[src/rtl/roof_motion_sched.sv]
// roof_motion_sched: arbitrates the 6-bit motor/LED function word between
// host writes and an automatic light/temperature policy, and holds every
// change for DWELL_CYC cycles before the next one may be issued.
// Build option: define HUMI_LOCK_EN to add the humidity (rain/fog) lock.
//
// Handshake: host_wr_vld and illum_vld are single-cycle qualifiers for the
// data sampled on the same rising edge; there is no back-pressure. A host
// write that cannot be taken is reported by a host_drop pulse one cycle later.
module roof_motion_sched #(
   parameter int unsigned DWELL_CYC  = 50_000_000,
   parameter logic [15:0] ILLUM_HI   = 16'd30000,
   parameter logic [15:0] ILLUM_LO   = 16'd2000,
   parameter logic [7:0]  TEMP_HI    = 8'd32,
   parameter logic [7:0]  HUMI_HI    = 8'd85,
   parameter logic [5:0]  FUNC_OPEN  = 6'h01,
   parameter logic [5:0]  FUNC_CLOSE = 6'h02,
   parameter logic [5:0]  FUNC_STOP  = 6'h00
) (
   input  logic        clk,
   input  logic        rst_n,
   input  logic        auto_en,
   input  logic        host_wr_vld,
   input  logic [5:0]  host_func,
   input  logic        illum_vld,
   input  logic [15:0] illum,
   input  logic [7:0]  temp,
   input  logic [7:0]  humi,
   output logic [5:0]  func,
   output logic        func_stb,
   output logic        func_src,
   output logic        busy,
   output logic        host_drop,
   output logic [1:0]  dbg_state
);

   localparam int CW = $clog2(DWELL_CYC + 1);

   typedef enum logic [1:0] {S_IDLE, S_EVAL, S_APPLY, S_DWELL} state_t;

   state_t          r_state, w_state_nxt;
   logic [5:0]      r_func, r_target, w_target_nxt, r_pend, w_pend, w_auto_tgt;
   logic            r_src, r_tsrc, w_tsrc_nxt, r_pend_vld, w_pend_vld, r_drop;
   logic [CW-1:0]   r_cnt;
   logic [15:0]     r_illum;
   logic [7:0]      r_temp;
   logic            w_lock_wr, w_lock_auto, w_host_ok, w_dwell_end, w_change;

`ifdef HUMI_LOCK_EN
   logic [7:0]      r_humi;
   assign w_lock_wr   = (humi >= HUMI_HI) && (host_func == FUNC_OPEN);
   assign w_lock_auto = (r_humi >= HUMI_HI);
`else
   logic            w_unused_humi;
   assign w_unused_humi = ^{humi, HUMI_HI};
   assign w_lock_wr     = 1'b0;
   assign w_lock_auto   = 1'b0;
`endif

   // a host write is only ever accepted while the host owns func
   assign w_host_ok   = host_wr_vld && !auto_en && !w_lock_wr;
   assign w_dwell_end = (r_state == S_DWELL) && (r_cnt == '0);
   assign w_change    = (r_state == S_APPLY) && (r_target != r_func);
   // a write arriving on the last dwell cycle counts as the latest pending one
   assign w_pend_vld  = r_pend_vld || w_host_ok;
   assign w_pend      = w_host_ok ? host_func : r_pend;

   // automatic policy on the registered sample, first matching rule wins
   always_comb begin
      w_auto_tgt = r_func;
      if (w_lock_auto)              w_auto_tgt = FUNC_CLOSE;
      else if (r_temp >= TEMP_HI)   w_auto_tgt = FUNC_OPEN;
      else if (r_illum > ILLUM_HI)  w_auto_tgt = FUNC_CLOSE;
      else if (r_illum < ILLUM_LO)  w_auto_tgt = FUNC_OPEN;
   end

   // next-state and target selection
   always_comb begin
      w_state_nxt  = r_state;
      w_target_nxt = r_target;
      w_tsrc_nxt   = r_tsrc;
      case (r_state)
         S_IDLE: begin
            if (w_host_ok) begin
               w_state_nxt  = S_APPLY;
               w_target_nxt = host_func;
               w_tsrc_nxt   = 1'b0;
            end else if (auto_en && illum_vld) begin
               w_state_nxt  = S_EVAL;
            end
         end
         S_EVAL: begin
            w_state_nxt  = S_APPLY;
            w_target_nxt = w_auto_tgt;
            w_tsrc_nxt   = 1'b1;
         end
         S_APPLY: begin
            w_state_nxt = (r_target != r_func) ? S_DWELL : S_IDLE;
         end
         S_DWELL: begin
            if (r_cnt == '0) begin
               if (w_pend_vld && !auto_en) begin
                  w_state_nxt  = S_APPLY;
                  w_target_nxt = w_pend;
                  w_tsrc_nxt   = 1'b0;
               end else begin
                  w_state_nxt  = S_IDLE;
               end
            end
         end
         default: w_state_nxt = S_IDLE;
      endcase
   end

   // state, target, committed func and dwell counter
   always_ff @(posedge clk or negedge rst_n) begin
      if (!rst_n) begin
         r_state  <= S_IDLE;
         r_target <= FUNC_STOP;
         r_tsrc   <= 1'b0;
         r_func   <= FUNC_STOP;
         r_src    <= 1'b0;
         r_cnt    <= '0;
         r_drop   <= 1'b0;
      end else begin
         r_state  <= w_state_nxt;
         r_target <= w_target_nxt;
         r_tsrc   <= w_tsrc_nxt;
         r_drop   <= host_wr_vld && !w_host_ok;
         if (w_change) begin
            r_func <= r_target;
            r_src  <= r_tsrc;
            r_cnt  <= CW'(DWELL_CYC - 1);
         end else if (r_state == S_DWELL && r_cnt != '0) begin
            r_cnt  <= r_cnt - CW'(1);
         end
      end
   end

   // pending host write: last write wins, dropped whenever the sequence ends
   always_ff @(posedge clk or negedge rst_n) begin
      if (!rst_n) begin
         r_pend_vld <= 1'b0;
         r_pend     <= FUNC_STOP;
      end else if (w_dwell_end || w_state_nxt == S_IDLE) begin
         r_pend_vld <= 1'b0;
      end else if (r_state != S_IDLE && w_host_ok) begin
         r_pend_vld <= 1'b1;
         r_pend     <= host_func;
      end
   end

   // sample capture for the EVAL decision
   always_ff @(posedge clk or negedge rst_n) begin
      if (!rst_n) begin
         r_illum <= '0;
         r_temp  <= '0;
      end else if (r_state == S_IDLE && w_state_nxt == S_EVAL) begin
         r_illum <= illum;
         r_temp  <= temp;
      end
   end

`ifdef HUMI_LOCK_EN
   // humidity captured alongside the light/temperature sample
   always_ff @(posedge clk or negedge rst_n) begin
      if (!rst_n) r_humi <= '0;
      else if (r_state == S_IDLE && w_state_nxt == S_EVAL) r_humi <= humi;
   end
`endif

   // func shows the new target during APPLY so a host write lands one cycle later
   assign func      = w_change ? r_target : r_func;
   assign func_stb  = w_change;
   assign func_src  = w_change ? r_tsrc : r_src;
   assign busy      = (r_state != S_IDLE);
   assign host_drop = r_drop;
   assign dbg_state = r_state;

endmodule

[config.mk]
export PLATFORM = sky130hd
export DESIGN_NAME = roof_motion_sched
export DESIGN_NICKNAME = d
export VERILOG_FILES = /design/src/rtl/roof_motion_sched.sv
export SDC_FILE = /design/constraint.sdc
export NUM_CORES = 1
export LEC_CHECK = 0
export BUFFER_PORTS_ARGS = -buffer_cell sky130_fd_sc_hd__clkbuf_2
export CORE_UTILIZATION = 46
export CTS_CLUSTER_DIAMETER = 80
export DETAILED_ROUTE_END_ITERATION = 6
export PLACE_DENSITY = 0.66
export SYNTH_ARGS = -nofsm -noshare
export SYNTH_HDL_FRONTEND = slang
export SYNTH_SLANG_ARGS = --single-unit
[constraint.sdc]
create_clock -name clk -period 6.7 [get_ports clk]
set_input_delay 0.67 -clock clk [delete_from_list [all_inputs] [get_ports clk]]
set_output_delay 0.67 -clock clk [all_outputs]
set_load 0.05 [all_outputs]
==> run_results.csv, run 1 <==
group,metric,value,unit
outcome,outcome,"finished clean",
sta,tns,0,ns
yosys,synth_nets,397,
detailed_routing,via_per_inst,5.83,
critical_path,path_delay_family,"buffers and inverters",
critical_path,worst-setup-path-type,"reg -> out",
sta,hold_viol_final,0,
clock_tree,cts_tree,"done",
critical_path,max_stage_delay,0.82,ns
finish,seqCellArea,1730,um2
clock_tree,clock_sinks,69,
critical_path,path_cells,"inv_1, nand2_1, a21o_1, clkinv_1, nand2_1, nand2_1, clkbuf_2",
detailed_routing,drc_errors,0,
yosys,synth.avg_cell_area,10.1,um2
finish,nFillCells,691,
sta,period_share,65.0,%
yosys,yosysSeqAreaShare,48.5,%
floorplanning,start_util,48.4,%
detailed_routing,firstDrtPassIters,4,
finish,layout_common_cells,"69 x dfrtp_1, 42 x nand2_1, 40 x clkbuf_2",
yosys,ys_ff_latch,69,
critical_path,cp_common_cell,"nand2_1",
placed_design,dp_hpwl,5330,um
global_routing,grt-ovfl-total,0,
clock_tree,cts_buffers,9,
finish,drive_above_1_share,24.2,%
floorplanning,ioPinCount,55,
sta,period_minus_slack,4.36,ns
floorplanning,die_w,90.0,um
sta,slew_viol_final,0,
critical_path,worstPathRequired,6.03,ns
yosys,synth_area,3560,um2
finish,area_growth_syn_to_layout,12.0,%
detailed_routing,drtAntennaViolNets,0,
yosys,synth_top_area_share,48.5,%
clock_tree,clockBufferDepth,2,
yosys,yosys_warnings,0,
finish,final_common_cell,"dfrtp_1",
placed_design,io_buffers,41,
power,p_per_area,420,nW/um2
clock_tree,clock_latency,0.34,ns
finish,diodes,0,
finish,final_nets,434,
power,power.leakage,1.60,nW
critical_path,start_kind,"flip-flop",
yosys,synth_top_cell_by_area,"dfrtp_1",
detailed_routing,wl_per_cell,16.1,um
clock_tree,cts.repair.resized,0,
yosys,postSynthCellCount,353,
detailed_routing,wl,7900,um
detailed_routing,vias,2869,
clock_tree,clk_pin_slew,0.07,ns
sta,tightestPinTransition,0.971,ns
critical_path,path_buf_inv,3,
clock_tree,holdBufCountCts,0,
sta,setup_viol,0,
yosys,synth-main-ff-cell,"dfrtp_1",
floorplanning,die_area,8100,um2
sta,relSlewSlack,35.2,%
yosys,synth_cell_type_count,52,
yosys,synth_edf_count,0,
clock_tree,post_cts_buffers,0,
floorplanning,chipHeight,90.0,um
clock_tree,clockRootBuffer,"clkbuf_8",
critical_path,arrival,3.69,ns
floorplanning,placementRows,31,
sta,timing.fmax,230,MHz
yosys,yosys-top-cells-area,"dfrtp_1 48%, mux2_2 7.6%, nand2_1 4.4%",
flow_run,max_cap_violations,0,
global_routing,grt_pass1_vias,2971,
clock_tree,h-tree-depth,3,
global_routing,grtUsageTotal,21.3,%
detailed_routing,drtIter0Drc,149,
finish,multi_input_area,1740,um2
placed_design,place.gp.congestion,0.841,
critical_path,crit_fanout,29,
critical_path,slowest_stage,"clkinv_1",
global_routing,antenna_found_initial,0,
sta,rsz0062_at_grt,"false",
sta,skew,0.00812,ns
critical_path,end_kind,"primary output",
sta,timing.hold.ws,0.496,ns
floorplanning,core,7370,um2
worst_hold_path,hold_class,"reg -> reg",
global_routing,grt_max_degree,70,
yosys,async_flop_share,100,%
power,peakVddDrop,0.257,mV
global_routing,grt_pass1_wl,13900,um
cell usage after synthesis, types with 3 or more instances:
master and instances:
or4_1 10, o211ai_1 4, xor2_1 12, o41ai_1 4
nand3_1 23, and3_1 3, a21oi_1 14, xnor2_1 3
nand2_1 42, nor4_1 13, inv_1 5, nor3_1 3
clkbuf_1 10, or3_1 13, dfrtp_1 69, buf_2 4
nand2b_1 3, or2_2 7, nand4_1 5, a211oi_1 9
o2111ai_1 3, o31ai_1 9, mux2_2 24, o21ai_0 7
nor2_1 19, o21a_1 3
report_power, final:
group          leakage (nW)  internal, mW  switching, mW
Clock                0.0881         0.150          0.153
Combinational         0.723         0.229          0.466
Sequential            0.788         0.555          0.123
Total                  1.60         0.934          0.742
area by class of cell:
class / instances / area share, %
repair buffers: 42 / 5.33
clock buffers: 12 / 3.89
flip-flops and latches: 69 / 43.2
multi-input cells: 261 / 43.5
well taps: 99 / 3.10
clock inverters: 2 / 0.251
inverters: 7 / 0.658
state kept, by name, summed over array words and instances (netlist names):
signal	cells
dbg_state	2
host_drop	1
r_cnt	26
r_func	6
r_illum	16
r_pend	6
r_pend_vld	1
r_src	1
r_target	6
r_temp	3
r_tsrc	1
worst paths after layout:
kind | slack (ns) | end | startpoint | depth (start not counted)
max | 2.34 | func_src | dbg_state[0]$_DFF_PN0_ | 7
min | 0.50 | r_tsrc$_DFFE_PN0P_ | r_tsrc$_DFFE_PN0P_ | 1
max reg2reg | 3.02 | r_pend[0]$_DFFE_PN0P_ | dbg_state[0]$_DFF_PN0_ | 6
min reg2reg | 0.50 | r_tsrc$_DFFE_PN0P_ | r_tsrc$_DFFE_PN0P_ | 1
max in group asynchronous | 5.60 | r_func[2]$_DFF_PN0_ | rst_n | 2
min in group asynchronous | 0.52 | r_cnt[7]$_DFFE_PN0P_ | rst_n | 2
metrics by stage:
step / power [mW] / worst slack (ns) / utilization (%) / area, um2 / cells
5_1_grt: 1.78 / 1.95 / 54.2 / 3990 / 492
2_1_floorplan: 1.20 / 3.79 / - / 3560 / 353
3_5_place_dp: 1.38 / 2.66 / 51.9 / 3830 / 478
4_1_cts: 1.69 / 2.27 / 54.2 / 3990 / 492
6_report: 1.68 / 2.34 / 54.2 / 3990 / 492
3_3_place_gp: 1.36 / 2.72 / 51.9 / 3830 / 478
logic make-up (layout without fill, tap and decap cells):
| family | after synthesis | count (layout) | share of synthesized area, % |
|---|---|---|---|
| AOI/OAI and AO/OA | 68 | 68 | 14.2 |
| xor gates and xnor gates | 15 | 15 | 3.69 |
| adders and majority gates | 1 | 1 | 0.351 |
| buffers and inverters | 23 | 63 | 2.77 |
| DFF | 69 | 69 | 48.5 |
| muxes | 24 | 24 | 7.58 |
| and+or+nand+nor | 153 | 153 | 23.0 |
worst reg2reg max path, delay by kind of cell (launching register included):
family / cells / cell delay, ns
compound gates: 2 / 1.25
buf+inv: 2 / 1.16
flops: 1 / 0.65
mux: 1 / 0.31
simple gates: 1 / 0.21
per-layer routing:
layer | GRT usage, % | wire, um | part of all wire, %
met5 | 0 | 0 | 0
met4 | 7.80 | 66 | 0.84
met3 | 3.64 | 339 | 4.3
met2 | 35.9 | 3890 | 49
met1 | 27.4 | 3600 | 46
Note: power is estimated with default switching activity, not from simulation.
==> run 2, diff against run 1 <==
--- a/config.mk
+++ b/config.mk
@@ -5,6 +5,7 @@
 export SDC_FILE = /design/constraint.sdc
 export NUM_CORES = 1
 export LEC_CHECK = 0
+export ABC_AREA = 1
 export BUFFER_PORTS_ARGS = -buffer_cell sky130_fd_sc_hd__clkbuf_2
 export CORE_UTILIZATION = 46
 export CTS_CLUSTER_DIAMETER = 80
==> constraint.sdc (replaced) <==
create_clock -name clk -period 4.2 [get_ports clk]
set_input_delay 0.42 -clock clk [delete_from_list [all_inputs] [get_ports clk]]
set_output_delay 0.42 -clock clk [all_outputs]
set_load 0.05 [all_outputs]
==> run 2 against run 1 <==
Power is 72% higher. Count of clock-buffer cells in the layout is 3 lower. Die area is 1.1% higher. Critical endpoint is now func_stb. Final cell count is 25% higher. Critical path type unchanged. Hold slack worse by 0.36 ns. Clock power is 82% higher. Highest routed layer unchanged.
==> run_results.csv, run 2 <==
group,metric,value,unit
outcome,outcome,"finished clean",
sta,tightestPinTransition,0.784,ns
worst_hold_path,hold_class,"in -> async",
power,pwr-share-comb,43.5,%
yosys,synth_top_area_share,47.9,%
placed_design,place.gp.congestion,0.868,
yosys,synth_edf_count,0,
global_routing,grt_pass1_vias,2992,
finish,top_register,"r_cnt",
finish,reg_top3,"r_cnt: 26 flops, r_illum: 16 flops",
critical_path,rr_startpoint,"r_cnt[0]$_DFFE_PN0P_",
floorplanning,core,7410,um2
yosys,synth_cell_type_count,30,
power,sequentialPowerShare,37.4,%
clock_tree,clk_pin_slew,0.08,ns
clock_tree,post_cts_buffers,0,
detailed_routing,wl_per_cell,13.0,um
flow_run,max_cap_violations,0,
critical_path,path_cells,"inv_1, nand2_1, nand2_1, nor2_1, nand3_1, nand2_1, inv_1, clkbuf_2",
placed_design,dp_hpwl,5820,um
finish,final_common_cell,"nand2_1",
global_routing,antenna_found_initial,0,
sta,setup_viol,0,
yosys,ys_ff_latch,69,
sta,rsz0062_at_grt,"false",
sta,skew,0.0118,ns
yosys,synth_common_cells,"107 x nand2_1, 83 x nor2_1, 69 x dfrtp_1",
finish,drive_above_1_share,15.6,%
critical_path,path_delay_family,"buffers and inverters",
clock_tree,clockBufferDepth,2,
power,power.leakage,1.96,nW
sta,timing.fmax,362,MHz
detailed_routing,via_per_inst,5.21,
clock_tree,h-tree-depth,3,
critical_path,slowest_stage,"inv_1",
finish,area_growth_syn_to_layout,14.3,%
clock_tree,clock_latency,0.35,ns
yosys,yosys-top-cells-area,"dfrtp_1 48%, nand2_1 11%, nor2_1 8.6%",
sta,slew_viol_final,0,
yosys,yosysSeqAreaShare,47.9,%
critical_path,max_stage_delay,0.57,ns
placed_design,io_buffers,41,
power,peakVddDrop,0.379,mV
critical_path,worstPathRequired,3.78,ns
clock_tree,cts.repair.resized,0,
floorplanning,die_area,8190,um2
critical_path,startpoint,"r_func[0]$_DFF_PN0_",
power,sw_frac_of_total,46.4,%
finish,final_nets,557,
power,p_total,2.88,mW
floorplanning,chipHeight,90.5,um
global_routing,grt_pass1_wl,13900,um
detailed_routing,drtAntennaViolNets,0,
yosys,synth-main-ff-cell,"dfrtp_1",
sta,period_share,65.8,%
floorplanning,start_util,48.7,%
yosys,yosys_warnings,0,
finish,largest_register_ffs,26,
power,p_per_area,699,nW/um2
power,p_int,1.54,mW
clock_tree,holdBufCountCts,0,
critical_path,end_kind,"primary output",
critical_path,arrival,2.34,ns
yosys,yosysMostFrequentCell,"nand2_1",
global_routing,grt_max_degree,36,
clock_tree,clock_sinks,69,
detailed_routing,drc_errors,0,
sta,period_minus_slack,2.76,ns
yosys,postSynthCellCount,466,
critical_path,worst-setup-path-type,"reg -> out",
critical_path,start_kind,"flip-flop",
yosys,synth_nets,510,
sta,relSlewSlack,47.7,%
floorplanning,ioPinCount,55,
global_routing,grtUsageTotal,21.1,%
clock_tree,clockRootBuffer,"clkbuf_8",
yosys,synth.avg_cell_area,7.74,um2
clock_tree,cts_buffers,9,
clock_tree,cts_tree,"done",
sta,hold_viol_final,0,
global_routing,grt-ovfl-total,0,
power,pwr-share-clk,19.1,%
yosys,synth_top_cell_by_area,"dfrtp_1",
detailed_routing,wl,8020,um
power,p_switching,1.34,mW
finish,diodes,0,
critical_path,cp_common_cell,"nand2_1",
critical_path,crit_fanout,16,
detailed_routing,firstDrtPassIters,5,
yosys,synth_area,3600,um2
floorplanning,die_w,90.5,um
finish,nFillCells,701,
detailed_routing,drtIter0Drc,168,
floorplanning,placementRows,31,
sta,tns,0,ns
detailed_routing,vias,3216,
finish,layout_common_cells,"107 x nand2_1, 83 x nor2_1, 69 x dfrtp_1",
critical_path,path_buf_inv,3,
yosys,async_flop_share,100,%
## run 2: cell type report
class | instances | area, um2 | area share (%)
Sequential cell | 69 | 1730 | 41.9
Multi-Input combinational cell | 333 | 1630 | 39.6
Timing Repair Buffer | 44 | 228 | 5.53
Inverter | 56 | 210 | 5.10
Clock buffer | 9 | 124 | 3.01
Tap cell | 99 | 124 | 3.01
Clock inverter | 7 | 75.1 | 1.82
## run 2: power groups by stage
| stage | logic, mW | clock network, mW | registers, mW |
|---|---|---|---|
| floorplan | 0.949 | 0 | 1.07 |
| global placement | 1.23 | 0 | 1.08 |
| detailed placement | 1.26 | 0 | 1.09 |
| CTS | 1.26 | 0.557 | 1.08 |
| global route | 1.40 | 0.588 | 1.11 |
| finish | 1.25 | 0.550 | 1.08 |
## run 2: worst register-to-register path, delay by kind of cell, from the launching register on
| kind | cells | cell delay [ns] |
|---|---|---|
| AOI/OAI and AO/OA | 1 | 0.46 |
| adders and majority gates | 1 | 0.27 |
| buffers and inverters | 1 | 0.14 |
| DFF | 1 | 0.40 |
| and+or+nand+nor | 8 | 1.11 |
## run 2: kinds of logic (layout without fill, tap and decap cells)
family,Yosys count,count (layout),share of synthesized area (%)
simple gates,246,246,28.7
compound gates,69,69,11.3
flops,69,69,47.9
buf+inv,64,116,6.84
mux,12,12,3.75
xor+xnor,5,5,1.21
fa+ha+maj,1,1,0.347
## run 2: per-layer routing
layer | global-route usage (%) | part of all wire [%]
met1 | 29.4 | 49
met2 | 32.3 | 45
met3 | 4.12 | 4.6
met4 | 8.06 | 1.6
met5 | 0 | 0
## run 2: metrics by stage
step / util, % / cell area [um2] / hold slack, ns / setup WS [ns] / std cells
floorplan: - / 3600 / 0.124 / 1.29 / 466
global placement: 52.9 / 3920 / 0.457 / 1.78 / 601
detailed placement: 52.9 / 3920 / 0.464 / 1.76 / 601
CTS: 55.6 / 4120 / 0.176 / 1.38 / 617
global route: 55.6 / 4120 / 0.211 / 1.22 / 617
finish: 55.6 / 4120 / 0.133 / 1.44 / 617
## run 2: final timing paths
check                                         to  slack, ns  cells after the start
setup / recovery                        func_stb       1.44                      8
hold / removal               r_func[3]$_DFF_PN0_       0.13                      1
setup reg to reg           r_cnt[21]$_DFFE_PN0P_       1.71                     11
hold reg to reg            r_pend[4]$_DFFE_PN0P_       0.48                      2
max in group asynchronous   r_cnt[8]$_DFFE_PN0P_       3.12                      2
min in group clk             host_drop$_DFF_PN0_       0.29                      3
